<file path="src/rtl/led_seq_pkg.sv">
// Shared types, sequence lengths and the LED pattern decoder for led_seq_ctrl.
package led_seq_pkg;

    typedef enum logic [1:0] {
        IDLE   = 2'd0,
        RUN    = 2'd1,
        PAUSED = 2'd2
    } state_e;

    typedef enum logic [1:0] {
        FILL   = 2'b00,
        SHIFT  = 2'b01,
        BOUNCE = 2'b10,
        BLINK  = 2'b11
    } mode_e;

    // Patterns are only defined for a 6-LED bar.
    localparam int PAT_W = 6;

    localparam logic [3:0] LEN_FILL   = 4'd10;
    localparam logic [3:0] LEN_SHIFT  = 4'd6;
    localparam logic [3:0] LEN_BOUNCE = 4'd10;
    localparam logic [3:0] LEN_BLINK  = 4'd2;

    // Number of steps in one full cycle of a pattern.
    function automatic logic [3:0] pattern_len(input mode_e m);
        logic [3:0] len;
        case (m)
            FILL:    len = LEN_FILL;
            SHIFT:   len = LEN_SHIFT;
            BOUNCE:  len = LEN_BOUNCE;
            BLINK:   len = LEN_BLINK;
            default: len = LEN_FILL;
        endcase
        return len;
    endfunction

    // Active-high LED image for a given pattern and step index.
    // A 7-bit intermediate keeps the shifted/subtracted forms exact before
    // trimming to the bar width.
    function automatic logic [PAT_W-1:0] pattern(input mode_e m, input logic [3:0] s);
        logic [6:0] w;
        w = 7'd0;
        case (m)
            FILL: begin
                if (s <= 4'd5) begin
                    w = (7'd1 << (s + 4'd1)) - 7'd1;
                end else begin
                    w = 7'b0111111 << (s - 4'd4);
                end
            end
            SHIFT: begin
                w = 7'd1 << s;
            end
            BOUNCE: begin
                if (s <= 4'd5) begin
                    w = 7'd1 << s;
                end else begin
                    w = 7'd1 << (4'd10 - s);
                end
            end
            BLINK: begin
                if (s == 4'd0) begin
                    w = 7'b0111111;
                end else begin
                    w = 7'd0;
                end
            end
            default: begin
                w = 7'd0;
            end
        endcase
        return w[PAT_W-1:0];
    endfunction

endpackage

</file>
<file path="src/rtl/led_tick_gen.sv">
// Step prescaler: counts 0 .. (TICK_DIV << speed) - 1 and flags the terminal
// count. A speed change applies at once; a count already past the new
// terminal value folds back to 0 silently (no tick for that wrap).
import led_seq_pkg::*;

module led_tick_gen #(
    parameter int TICK_DIV = 1_350_000
) (
    input  logic       clk,
    input  logic       rst,
    input  logic       en,
    input  logic       clr,
    input  logic [1:0] speed,
    output logic       tick
);

    localparam int CW = $clog2(TICK_DIV * 8);

    logic [CW:0]   period_s;
    logic [CW-1:0] term_s;
    logic [CW-1:0] cnt_r;
    logic [CW-1:0] cnt_nxt_s;
    logic          tick_s;

    // Terminal count for the currently selected speed.
    always_comb begin
        period_s = (CW+1)'(TICK_DIV) << speed;
        term_s   = CW'(period_s - (CW+1)'(1));
    end

    // Next count and tick; clear wins, disabled holds the count.
    always_comb begin
        cnt_nxt_s = cnt_r;
        tick_s    = 1'b0;
        if (clr) begin
            cnt_nxt_s = {CW{1'b0}};
        end else if (en) begin
            if (cnt_r == term_s) begin
                tick_s    = 1'b1;
                cnt_nxt_s = {CW{1'b0}};
            end else if (cnt_r > term_s) begin
                cnt_nxt_s = {CW{1'b0}};
            end else begin
                cnt_nxt_s = cnt_r + CW'(1);
            end
        end else begin
            cnt_nxt_s = cnt_r;
        end
    end

    // Prescaler count register.
    always_ff @(posedge clk or negedge rst) begin
        if (!rst) begin
            cnt_r <= {CW{1'b0}};
        end else begin
            cnt_r <= cnt_nxt_s;
        end
    end

    assign tick = tick_s;

endmodule

</file>
<file path="src/rtl/led_seq_ctrl.sv">
// 6-LED bar sequencer: start/stop button conditioning, run/pause FSM,
// step counter and registered active-low LED drive.
import led_seq_pkg::*;

module led_seq_ctrl #(
    parameter int TICK_DIV = 1_350_000,
    parameter int N_LEDS   = 6
) (
    input  logic              clk,
    input  logic              rst,
    input  logic              start,
    input  logic              pause,
    input  logic [1:0]        mode,
    input  logic [1:0]        speed,
    output logic [N_LEDS-1:0] leds,
    output logic              busy,
    output logic [3:0]        step
);

    logic        sync1_r;
    logic        sync2_r;
    logic        sync3_r;
    logic        start_p_r;

    state_e      state_r;
    state_e      state_nxt_s;
    logic [3:0]  step_r;
    logic [3:0]  step_nxt_s;
    mode_e       mode_q_r;
    mode_e       mode_nxt_s;

    logic        tick_s;
    logic        en_s;
    logic        clr_s;
    logic        last_s;

    logic [N_LEDS-1:0] leds_r;
    logic              busy_r;

    // Two-stage synchronizer on the raw button, then a registered rising-edge pulse.
    always_ff @(posedge clk or negedge rst) begin
        if (!rst) begin
            sync1_r   <= 1'b0;
            sync2_r   <= 1'b0;
            sync3_r   <= 1'b0;
            start_p_r <= 1'b0;
        end else begin
            sync1_r   <= start;
            sync2_r   <= sync1_r;
            sync3_r   <= sync2_r;
            start_p_r <= sync2_r & ~sync3_r;
        end
    end

    // Prescaler runs only in RUN on cycles where neither start nor pause
    // pre-empts the tick; it sits at zero while idle so a restart is a full period.
    assign en_s  = (state_r == RUN) && !start_p_r && !pause;
    assign clr_s = (state_r == IDLE);

    led_tick_gen #(
        .TICK_DIV (TICK_DIV)
    ) u_tick (
        .clk   (clk),
        .rst   (rst),
        .en    (en_s),
        .clr   (clr_s),
        .speed (speed),
        .tick  (tick_s)
    );

    assign last_s = (step_r == (pattern_len(mode_q_r) - 4'd1));

    // Next state, step and latched mode; start beats pause beats tick.
    always_comb begin
        state_nxt_s = state_r;
        step_nxt_s  = step_r;
        mode_nxt_s  = mode_q_r;
        case (state_r)
            IDLE: begin
                if (start_p_r) begin
                    state_nxt_s = RUN;
                    step_nxt_s  = 4'd0;
                    mode_nxt_s  = mode_e'(mode);
                end else begin
                    state_nxt_s = IDLE;
                end
            end
            RUN: begin
                if (start_p_r) begin
                    state_nxt_s = IDLE;
                end else if (pause) begin
                    state_nxt_s = PAUSED;
                end else if (tick_s) begin
                    if (last_s) begin
                        step_nxt_s = 4'd0;
                        mode_nxt_s = mode_e'(mode);
                    end else begin
                        step_nxt_s = step_r + 4'd1;
                    end
                end else begin
                    state_nxt_s = RUN;
                end
            end
            PAUSED: begin
                if (start_p_r) begin
                    state_nxt_s = IDLE;
                end else if (!pause) begin
                    state_nxt_s = RUN;
                end else begin
                    state_nxt_s = PAUSED;
                end
            end
            default: begin
                state_nxt_s = IDLE;
                step_nxt_s  = 4'd0;
                mode_nxt_s  = FILL;
            end
        endcase
    end

    // FSM state, step index and latched pattern select.
    always_ff @(posedge clk or negedge rst) begin
        if (!rst) begin
            state_r  <= IDLE;
            step_r   <= 4'd0;
            mode_q_r <= FILL;
        end else begin
            state_r  <= state_nxt_s;
            step_r   <= step_nxt_s;
            mode_q_r <= mode_nxt_s;
        end
    end

    // LED drive and busy flag, registered one cycle behind step/state.
    always_ff @(posedge clk or negedge rst) begin
        if (!rst) begin
            leds_r <= {N_LEDS{1'b1}};
            busy_r <= 1'b0;
        end else begin
            if (state_r == IDLE) begin
                leds_r <= {N_LEDS{1'b1}};
            end else begin
                leds_r <= ~pattern(mode_q_r, step_r);
            end
            busy_r <= (state_r != IDLE);
        end
    end

    assign leds = leds_r;
    assign busy = busy_r;
    assign step = step_r;

endmodule
</file>
<file path="config.mk">
export PLATFORM = sky130hd
export DESIGN_NAME = led_seq_ctrl
export DESIGN_NICKNAME = d
export VERILOG_FILES = /design/src/rtl/led_seq_pkg.sv /design/src/rtl/led_tick_gen.sv /design/src/rtl/led_seq_ctrl.sv
export SDC_FILE = /design/constraint.sdc
export NUM_CORES = 1
export LEC_CHECK = 0
export CAP_MARGIN = 10
export CORE_ASPECT_RATIO = 0.5
export CORE_MARGIN = 4
export CORE_UTILIZATION = 55
export CTS_BUF_LIST = sky130_fd_sc_hd__clkbuf_4
export CTS_CLUSTER_DIAMETER = 100
export DETAILED_ROUTE_END_ITERATION = 10
export PLACE_DENSITY = 0.76
export SETUP_SLACK_MARGIN = 0.5
export SKIP_LAST_GASP = 1
export SLEW_MARGIN = 0
export SYNTH_ARGS = -nofsm -noshare
export SYNTH_HDL_FRONTEND = slang
export SYNTH_HIERARCHICAL = 1
export SYNTH_SLANG_ARGS = --single-unit
</file>
<file path="constraint.sdc">
create_clock -name clk -period 2.8 [get_ports clk]
set_clock_uncertainty 0.1 [all_clocks]
set_input_delay 0.56 -clock clk [delete_from_list [all_inputs] [get_ports clk]]
set_output_delay 0.56 -clock clk [all_outputs]
set_load 0.05 [all_outputs]
</file>
==> key figures <==
Floorplan
  • Die width: between 100 and 150 µm
  • Starting density of the core: 0.567
  • Top Ports: 19
  • FP Rows: 20
  • Area of the die: roughly 0.0077 mm²
  • Height of the die: 64.0 µm
  • Core Area: 0.00608 mm²

STA
  • Final worst slack: -0.246 ns
  • Final period util: 1.09
  • Final setup fails: 26
  • Hold Vio Cnt, Final: 0
  • RSZ-0062 raised after global routing: yes
  • FMAX: ~330 MHz
  • Hold Slack: around 0.15 ns
  • Slew headroom: 0.596
  • Max-slew violation count: 0
  • Slew @ Worst Pin: between 0.6 and 0.7 ns
  • Clock period minus worst slack: about 3 ns

Synthesis
  • Post-synth ARST share: 1.00
  • Syn Area/Cell: 8.88 µm²
  • #FFs+latches synth: 43
  • Yosys warns: 6
  • Cell count after synthesis: 388
  • Top FF cell, synth: dfrtp_1
  • Post-Syn Area: 0.00345 mm²
  • Post-Syn Nets: between 400 and 500
  • Post-synth EDFFs: 0
  • Sequential element share of the synthesized area: 0.314
  • Synth unique cells: 73

Cells and area
  • Final #Nets: 490
  • Most common cell after layout, fill and taps aside: buf_4
  • Final std cell area, no fill: 0.00447 mm²
  • Layout cells sized above 1: 0.288
  • Most frequent cells in the layout: 39 x buf_4, 33 x dfrtp_1, 27 x ha_1
  • Ant diodes: 0
  • Synth-to-layout area growth: 29.8%

Outcome
  • Failing checks: negative setup slack
  • Outcome: finished, violations left

Run
  • Max Cap Viol: 0

Detailed routing
  • DRT Pass-1 Iters: 5
  • DR vias/cell: between 6 and 7
  • Via count of the routed design: 3458
  • 1st-iter DRT viols: 352
  • DRC: 0
  • Final ANT Viol Nets: 0
  • Wire per inst: 19.0 µm
  • Routed WL: 10100 µm

Power and ir drop
  • VDD IR max: around 0.00022 V
  • Leak pwr: about 2 nW
  • Total power draw: approximately 0.0025 W
  • Pwr dens: around 560 mW/mm²

Clock network
  • Clk slew on worst S/H paths: around 0.13 ns
  • Root buf cell: clkbuf_4
  • Depth of the CTS H-tree: 2
  • Max clock buf depth: 2
  • CTS sink cnt: 43
  • Skew-Pair Late Insertion Delay: ~0.37 ns
  • TritonCTS clock tree: yes
  • Num CTS Buffers: 5

Worst setup path
  • Maximum fanout along the worst path: 6
  • CP Cell Sequence: buf_6, buf_12, inv_16, ha_4, inv_1, ha_1, nand4_1, nor4_2, and4b_1, or3b_4, a221o_1, o21ai_1, o41ai_2
  • CP top delay family: simple AND/OR/NAND/NOR gates
  • CP required: 2.96 ns
  • Reg2Reg Depth: 11
  • CP Data Arrival Time: approximately 3.2 ns
  • Buf/Inv on CP: 4
  • CP Class: in2reg
  • CP peak stage delay: about 0.41 ns
  • Crit-path slowest cell: or3b_4
  • Startpoint Class: input pin
  • Crit path depth: 13
  • Crit. End Element: flip-flop

Placed design
  • Routability cong.: about 0.9
  • Dpl cell area: between 0.004 and 0.005 mm²
  • Port Buf Inserts: 18
  • DP HPWL: ~6600 µm

GRT
  • Vias in the first global route: approximately 3400
  • GRT Resource Usage Total: 0.260
  • Largest net degree at the start of global routing: 44
  • Antenna violations before repair: 0
  • First-pass GRT wire length: 16200 µm
  • GR Overflow Total: 0

Worst hold path
  • Hold crit path type: in2async
[sequential cells by signal (all words and copies together), names as in the netlist]
register and flops:
step 4, mode_q_r 2, busy 1, sync3_r 1, sync1_r 1, sync2_r 1, start_p_r 1, u_tick/cnt_r 24
leds 6, state_r 2
[cell usage after synthesis (5+ instances only)]
library cell / number / share of area
ha_1: 39 / 0.14
dfrtp_1: 37 / 0.27
inv_1: 28 / 0.030
a21oi_1: 25 / 0.036
nand2_1: 24 / 0.026
o21ai_0: 22 / 0.032
nor2_1: 14 / 0.015
or3_1: 13 / 0.024
a21o_1: 10 / 0.022
nand3_1: 9 / 0.013
nor3_1: 9 / 0.013
o21ai_1: 8 / 0.012
clkbuf_1: 7 / 0.0076
nand4_1: 7 / 0.013
nor2b_1: 7 / 0.013
buf_2: 6 / 0.0087
dfstp_2: 6 / 0.046
nand2b_1: 6 / 0.011
nor3b_1: 6 / 0.013
a22o_1: 5 / 0.013
[report_power, final]
part,internal (W),switching [W],total [W]
logic,0.000493,0.000802,0.00129
registers,0.000719,0.0000602,0.000779
clock network,0.000188,0.000226,0.000414
total,0.00140,0.00109,0.00249
[timing repair]
item	in CTS	in global routing
endpoints found under the hold margin	0	0
gates cloned	2	0
hold buffers	0	0
pin swaps	18	3
endpoints found under the setup margin	42	36
gates resized for setup	40	8
buffers inserted	4	3
[metrics by stage]
stage	cells	worst slack, ns	utilization	setup TNS [ns]
final	532	-0.246	0.736	-2.46
after global routing	532	-0.360	0.736	-4.70
after CTS	529	-0.217	0.726	-1.27
after detailed placement	515	-1.16	0.677	-25.02
after global placement	515	-1.02	0.677	-21.68
after floorplan	388	-0.206	-	-1.09
[routing by layer]
| layer | global-route usage | routed length, µm |
|---|---|---|
| met5 | 0 | 0 |
| met4 | 0.0956 | 459 |
| met3 | 0.0469 | 711 |
| met2 | 0.458 | 4830 |
| met1 | 0.321 | 4090 |
[path summary, 6_finish.rpt]
kind                                         from                          end  slack, ns
max in group asynchronous                     rst          step[1]$_DFFE_PN0P_       2.05
hold / removal                                rst               busy$_DFF_PN0_       0.15
hold reg to reg                 sync1_r$_DFF_PN0_            sync2_r$_DFF_PN0_       0.26
setup / recovery                         speed[1]          step[1]$_DFFE_PN0P_      -0.25
setup reg to reg           state_r[1]$_DFFE_PN0P_  u_tick/cnt_r[7]$_DFFE_PN0P_      -0.06
min in group clk                sync1_r$_DFF_PN0_            sync2_r$_DFF_PN0_       0.26
[cell families after synthesis]
kind of cell             after synthesis  share of synthesized area
multiplexers                           5                     0.0149
AND/OR/NAND/NOR                      135                      0.234
XOR/XNOR                               3                    0.00762
buffers and inverters                 47                     0.0603
flip-flops                            43                      0.314
AO/OA/AOI/OAI                        116                      0.227
adder cells (fa/ha/maj)               39                      0.142
[area by class of cell]
cell class | count | area, µm²
Clock buffer | 5 | 37.5
Clock inverter | 3 | 43.8
Fill cell | 434 | 1610
Inverter | 29 | 141
Multi-Input combinational cell | 298 | 2410
Sequential cell | 43 | 1090
Tap cell | 88 | 110
Timing Repair Buffer | 66 | 639
No activity file was read; power rests on OpenSTA's default activity.
